## src/rtl/llr_ctrl_pkg.sv

```systemverilog
// Shared types and defaults for the min-sum decoder control path.
// Holds the controller state enum, iteration-width helper and size defaults.
package llr_ctrl_pkg;

  localparam int N_V_DEF    = 44;
  localparam int N_ITER_DEF = 5;

  typedef enum logic [1:0] {
    IDLE,
    INIT,
    ITER,
    OUT
  } ctrl_state_t;

  function automatic int iter_w(input int n_iter);
    return $clog2(n_iter + 1);
  endfunction

endpackage

```

## src/rtl/cw_fifo.sv

```systemverilog
// Two-entry codeword FIFO with registered occupancy count.
// Ports: clk, rst_n, push_i/wdata_i, pop_i, full_o, empty_o, head_o.
module cw_fifo #(
  parameter int W = 44
) (
  input  logic         clk,
  input  logic         rst_n,
  input  logic         push_i,
  input  logic [W-1:0] wdata_i,
  input  logic         pop_i,
  output logic         full_o,
  output logic         empty_o,
  output logic [W-1:0] head_o
);

  logic [W-1:0] mem0_q;
  logic [W-1:0] mem1_q;
  logic         wr_q;
  logic         rd_q;
  logic [1:0]   cnt_q;
  logic         do_push;
  logic         do_pop;

  assign full_o  = (cnt_q == 2'd2);
  assign empty_o = (cnt_q == 2'd0);
  assign head_o  = rd_q ? mem1_q : mem0_q;

  assign do_push = push_i && !full_o;
  assign do_pop  = pop_i && !empty_o;

  always_ff @(posedge clk or negedge rst_n) begin
    if (!rst_n) begin
      mem0_q <= '0;
      mem1_q <= '0;
      wr_q   <= 1'b0;
      rd_q   <= 1'b0;
      cnt_q  <= 2'd0;
    end else begin
      if (do_push) begin
        if (wr_q) mem1_q <= wdata_i;
        else      mem0_q <= wdata_i;
        wr_q <= ~wr_q;
      end
      if (do_pop) rd_q <= ~rd_q;
      // Simultaneous push and pop leave the count unchanged.
      if (do_push && !do_pop)      cnt_q <= cnt_q + 2'd1;
      else if (do_pop && !do_push) cnt_q <= cnt_q - 2'd1;
    end
  end

endmodule

```

## src/rtl/llr_decode_ctrl.sv

```systemverilog
// Sequencer for the min-sum decoder: buffers codewords, runs init/iterations,
// returns decoded word, iteration count and convergence flag downstream.
module llr_decode_ctrl
  import llr_ctrl_pkg::*;
#(
  parameter int N_V        = N_V_DEF,
  parameter int N_ITER     = N_ITER_DEF,
  parameter bit EARLY_STOP = 1'b1
) (
  input  logic                        clk,
  input  logic                        rst,
  input  logic                        in_valid,
  output logic                        in_ready,
  input  logic [N_V-1:0]              in_cw,
  output logic [N_V-1:0]              dec_cw,
  output logic                        dec_init,
  output logic                        dec_iter_en,
  output logic [iter_w(N_ITER)-1:0]   dec_iter_idx,
  input  logic [N_V-1:0]              dec_hard,
  input  logic                        dec_syn_ok,
  output logic                        out_valid,
  input  logic                        out_ready,
  output logic [N_V-1:0]              out_cw,
  output logic [iter_w(N_ITER)-1:0]   out_iters,
  output logic                        out_converged
);

  localparam int IW = iter_w(N_ITER);

  ctrl_state_t   state_q, state_d;
  logic [IW-1:0] iter_q, iter_d;
  logic [N_V-1:0] dec_cw_q;
  logic [N_V-1:0] out_cw_q;
  logic [IW-1:0] out_iters_q;
  logic          out_conv_q;

  logic          full;
  logic          empty;
  logic [N_V-1:0] head;
  logic          push;
  logic          pop;
  logic          iter_en;
  logic          cap;
  logic          term;

  assign in_ready = rst && !full;
  assign push     = in_valid && in_ready;

  cw_fifo #(
    .W (N_V)
  ) u_fifo (
    .clk     (clk),
    .rst_n   (rst),
    .push_i  (push),
    .wdata_i (in_cw),
    .pop_i   (pop),
    .full_o  (full),
    .empty_o (empty),
    .head_o  (head)
  );

  assign term = (iter_q == IW'(N_ITER)) || (EARLY_STOP && dec_syn_ok);

  always_comb begin
    state_d = state_q;
    iter_d  = iter_q;
    pop     = 1'b0;
    iter_en = 1'b0;
    cap     = 1'b0;
    case (state_q)
      IDLE: begin
        if (!empty) begin
          pop     = 1'b1;
          state_d = INIT;
        end
      end
      INIT: begin
        iter_d  = '0;
        state_d = ITER;
      end
      ITER: begin
        if (term) begin
          cap     = 1'b1;
          state_d = OUT;
        end else begin
          iter_en = 1'b1;
          iter_d  = iter_q + IW'(1);
        end
      end
      OUT: begin
        if (out_ready) state_d = IDLE;
      end
      default: state_d = IDLE;
    endcase
  end

  always_ff @(posedge clk or negedge rst) begin
    if (!rst) begin
      state_q     <= IDLE;
      iter_q      <= '0;
      dec_cw_q    <= '0;
      out_cw_q    <= '0;
      out_iters_q <= '0;
      out_conv_q  <= 1'b0;
    end else begin
      state_q <= state_d;
      iter_q  <= iter_d;
      if (pop) dec_cw_q <= head;
      if (cap) begin
        out_cw_q    <= dec_hard;
        out_iters_q <= iter_q;
        out_conv_q  <= dec_syn_ok;
      end
    end
  end

  assign dec_cw        = dec_cw_q;
  assign dec_init      = (state_q == INIT);
  assign dec_iter_en   = iter_en;
  assign dec_iter_idx  = iter_q;
  assign out_valid     = (state_q == OUT);
  assign out_cw        = out_cw_q;
  assign out_iters     = out_iters_q;
  assign out_converged = out_conv_q;

endmodule

```

## config.mk

```make
export PLATFORM = sky130hd
export DESIGN_NAME = llr_decode_ctrl
export DESIGN_NICKNAME = d
export VERILOG_FILES = /design/src/rtl/llr_ctrl_pkg.sv /design/src/rtl/cw_fifo.sv /design/src/rtl/llr_decode_ctrl.sv
export SDC_FILE = /design/constraint.sdc
export NUM_CORES = 1
export LEC_CHECK = 0
export CAP_MARGIN = 40
export CORE_AREA = 2 2 153 155
export DETAILED_ROUTE_END_ITERATION = 16
export DIE_AREA = 0 0 155 157
export SETUP_SLACK_MARGIN = 0.05
export SYNTH_ARGS = -nofsm -noshare
export SYNTH_HDL_FRONTEND = slang
export SYNTH_SLANG_ARGS = --single-unit
```

## constraint.sdc

```tcl
create_clock -name clk -period 3.45 [get_ports clk]
set_input_delay 0.5175 -clock clk [delete_from_list [all_inputs] [get_ports clk]]
set_output_delay 0.5175 -clock clk [all_outputs]
set_load 0.02 [all_outputs]
```

==> results.ini <==
[outcome]
status = finished, final reports clean

[worst_setup_path]
critical_path_class = reg -> out
critical_path.startpoint_type = flop
critPathArrivalTime_ps = 2080
crit_fanout = 7
cp.required_ps = 2930
endpoint_kind = output port
r2r_start = dec_iter_idx[0]
setup.worst_path.start = state_q[0]

[grt]
grt-ovfl-total = 0
track_usage = 0.1509
antenna_found_initial = 0
grt_pass1_vias = 5164
grt_max_degree = 71
grt_first_pass_wirelength_um = 28340

[timing]
finalMaxSlewViolations = 0
final-hold-violation-count = 0
fin_crit_sh = 0.7539
setup_violations = 0
timing.fmax_mhz = 384.5
tightest_slew_ps = 739.6
clock_skew_ps = 10.69
maxSlewHeadroom = 0.5069
rsz0062_at_grt = false
tns_ps = 0
post-route-min-period_ps = 2601

[detailed_routing]
final_antenna_net_count = 0
vias = 4791
dr.pass1.iters = 4
routed_wl_um = 17660
drtIter0Drc = 173
drc_errors = 0
viasPerCell = 4.692
wl_per_cell_um = 17.29

[layout]
nets = 824
antenna_cells = 0
area_growth_pct = 35.99
mostFrequentLayoutCells = clkdlybuf4s50_1, dfrtp_1, mux2_2
layout_commonest_cell = clkdlybuf4s50_1
final_layout_size_suffix_gt1_frac = 0.1984
final_cell_area_mm2 = 0.01061

[floorplan]
start_util = 0.3468
ioPinCount = 192
core_mm2 = 0.02250
die-area_mm2 = 0.02434
die_x_um = 155
rows = 55
die_h_um = 157

[clock_network]
cts_buffers = 17
clk_path_buf_depth = 2
cts_tree = yes
clock-sinks = 189
cts_hold_buf = 0
clkTransAtPathRegs_ps = 80
cts_setup_buffers = 0
worstSkewPairLatency_ps = 430
h-tree-depth = 4
root_buffer = clkbuf_16
post_cts_resized = 0

[logic_synthesis]
yosysWarnings = 0
synth_fa_ha_area_frac = 0.01282
synth_top_family_by_area = multiplexers
ys_async_sr_fraction = 1.000
synth_cells = 531
synth_area_mm2 = 0.007805
synth_flop_cell = dfrtp_1
synth_edf_count = 0
ys_seq_elements = 189
synth-simple-area-share = 0.03479
synth_nets = 632
synth-seq-area-share = 0.6060
synth_area_per_cell_um2 = 14.70
synth_compound_area_frac = 0.03895
synth_xor_area_frac = 0.005611
yosys-mux-area-fraction = 0.2719
ys_types = 32

[placement]
dpl_cell_area_mm2 = 0.01000
io_buffers = 191
dpl.hpwl_um = 12080
gp_congestion = 0.7807

[run]
drv_cap = 0

[power_and_ir_drop]
cellLeakagePower_nw = 4.661
p_per_area_mw_per_mm2 = 975.8
vdd_drop_max_uv = 329.7

[min_path]
hp-class = in -> async

-- per-stage QoR --
stage,util,hold WS [ps],power (W),worst slack (ps),instances
floorplan,-,221.9,0.006592,1642,531
global placement,0.4434,463.0,0.008263,1000,988
detailed placement,0.4446,469.2,0.008432,974.0,989
CTS,0.4717,38.52,0.01051,816.7,1021
global route,0.4717,41.94,0.01102,703.4,1021
finish,0.4717,53.58,0.01036,849.1,1021
-- flip-flops by register name, indices dropped and copies added (netlist names), 2 cells and up --
name,cells
out_cw,44
dec_iter_idx,3
u_fifo.cnt_q,2
out_iters,3
state_q,2
dec_cw,44
u_fifo.mem1_q,44
u_fifo.mem0_q,44
-- worst max-delay path: stages, from the launching register on --
cell	delay [ps]
dfrtp_1	410
inv_1	140
ha_1	310
nand2_1	130
inv_1	70
clkdlybuf4s50_1	600
-- synth_stat cells, types with 2 or more instances --
cell type | instances | area, µm²
ha_1 | 8 | 100.1
o211ai_1 | 3 | 22.52
clkbuf_1 | 8 | 30.03
nor2b_1 | 2 | 12.51
mux2_4 | 40 | 600.6
xnor2_1 | 2 | 17.52
nand2b_1 | 2 | 12.51
o21ai_0 | 48 | 240.2
xor2_1 | 3 | 26.28
mux2_2 | 56 | 630.6
nor2_1 | 2 | 7.510
mux2_1 | 40 | 450.4
buf_12 | 4 | 80.08
buf_6 | 3 | 33.78
buf_2 | 12 | 60.06
inv_1 | 6 | 22.52
mux2i_1 | 44 | 440.4
dfrtp_1 | 189 | 4730
nand2_1 | 46 | 172.7
-- cell type report --
class,count,area (µm²)
fillers,1976,11890
clock inverters,14,170.2
repair buffers,201,2036
clock buffers,18,439.2
flip-flops and latches,189,4731
well taps,285,356.6
inverters,6,22.52
multi-input cells,308,2859
-- where the power goes --
part,switching [W],total [W],internal (W),leakage [nW]
sequential,0.000687,0.00401,0.00332,2.28
combinational,0.00199,0.00432,0.00233,2.09
clock,0.000909,0.00203,0.00112,0.295
total,0.00359,0.0104,0.00677,4.66
-- final timing paths --
path | end | slack [ps] | depth (start not counted)
worst max-delay path | dec_iter_en | 850 | 5
worst min-delay path | u_fifo.mem1_q[38] | 50 | 2
worst max register to register | out_cw[0] | 1400 | 5
worst min register to register | dec_cw[15] | 480 | 2
max in group asynchronous | u_fifo.mem0_q[43] | 1960 | 3
min in group clk | dec_cw[15] | 480 | 2
-- logic make-up (layout without fill, tap and decap cells) --
| kind of cell | after synthesis | after routing |
|---|---|---|
| AOI/OAI and AO/OA | 57 | 57 |
| xor gates and xnor gates | 5 | 5 |
| adders and majority gates | 8 | 8 |
| buffers and inverters | 34 | 239 |
| DFF | 189 | 189 |
| muxes | 180 | 180 |
| and+or+nand+nor | 58 | 58 |
-- layer usage --
layer  GRT usage  vias up  part of all wire
li1            -     2236                 -
met1      0.1845     2436              0.44
met2      0.2607       93              0.51
met3     0.03607       26             0.034
met4     0.05467        0             0.021
met5           0        -                 0
Power figures use the tool's default switching activity.
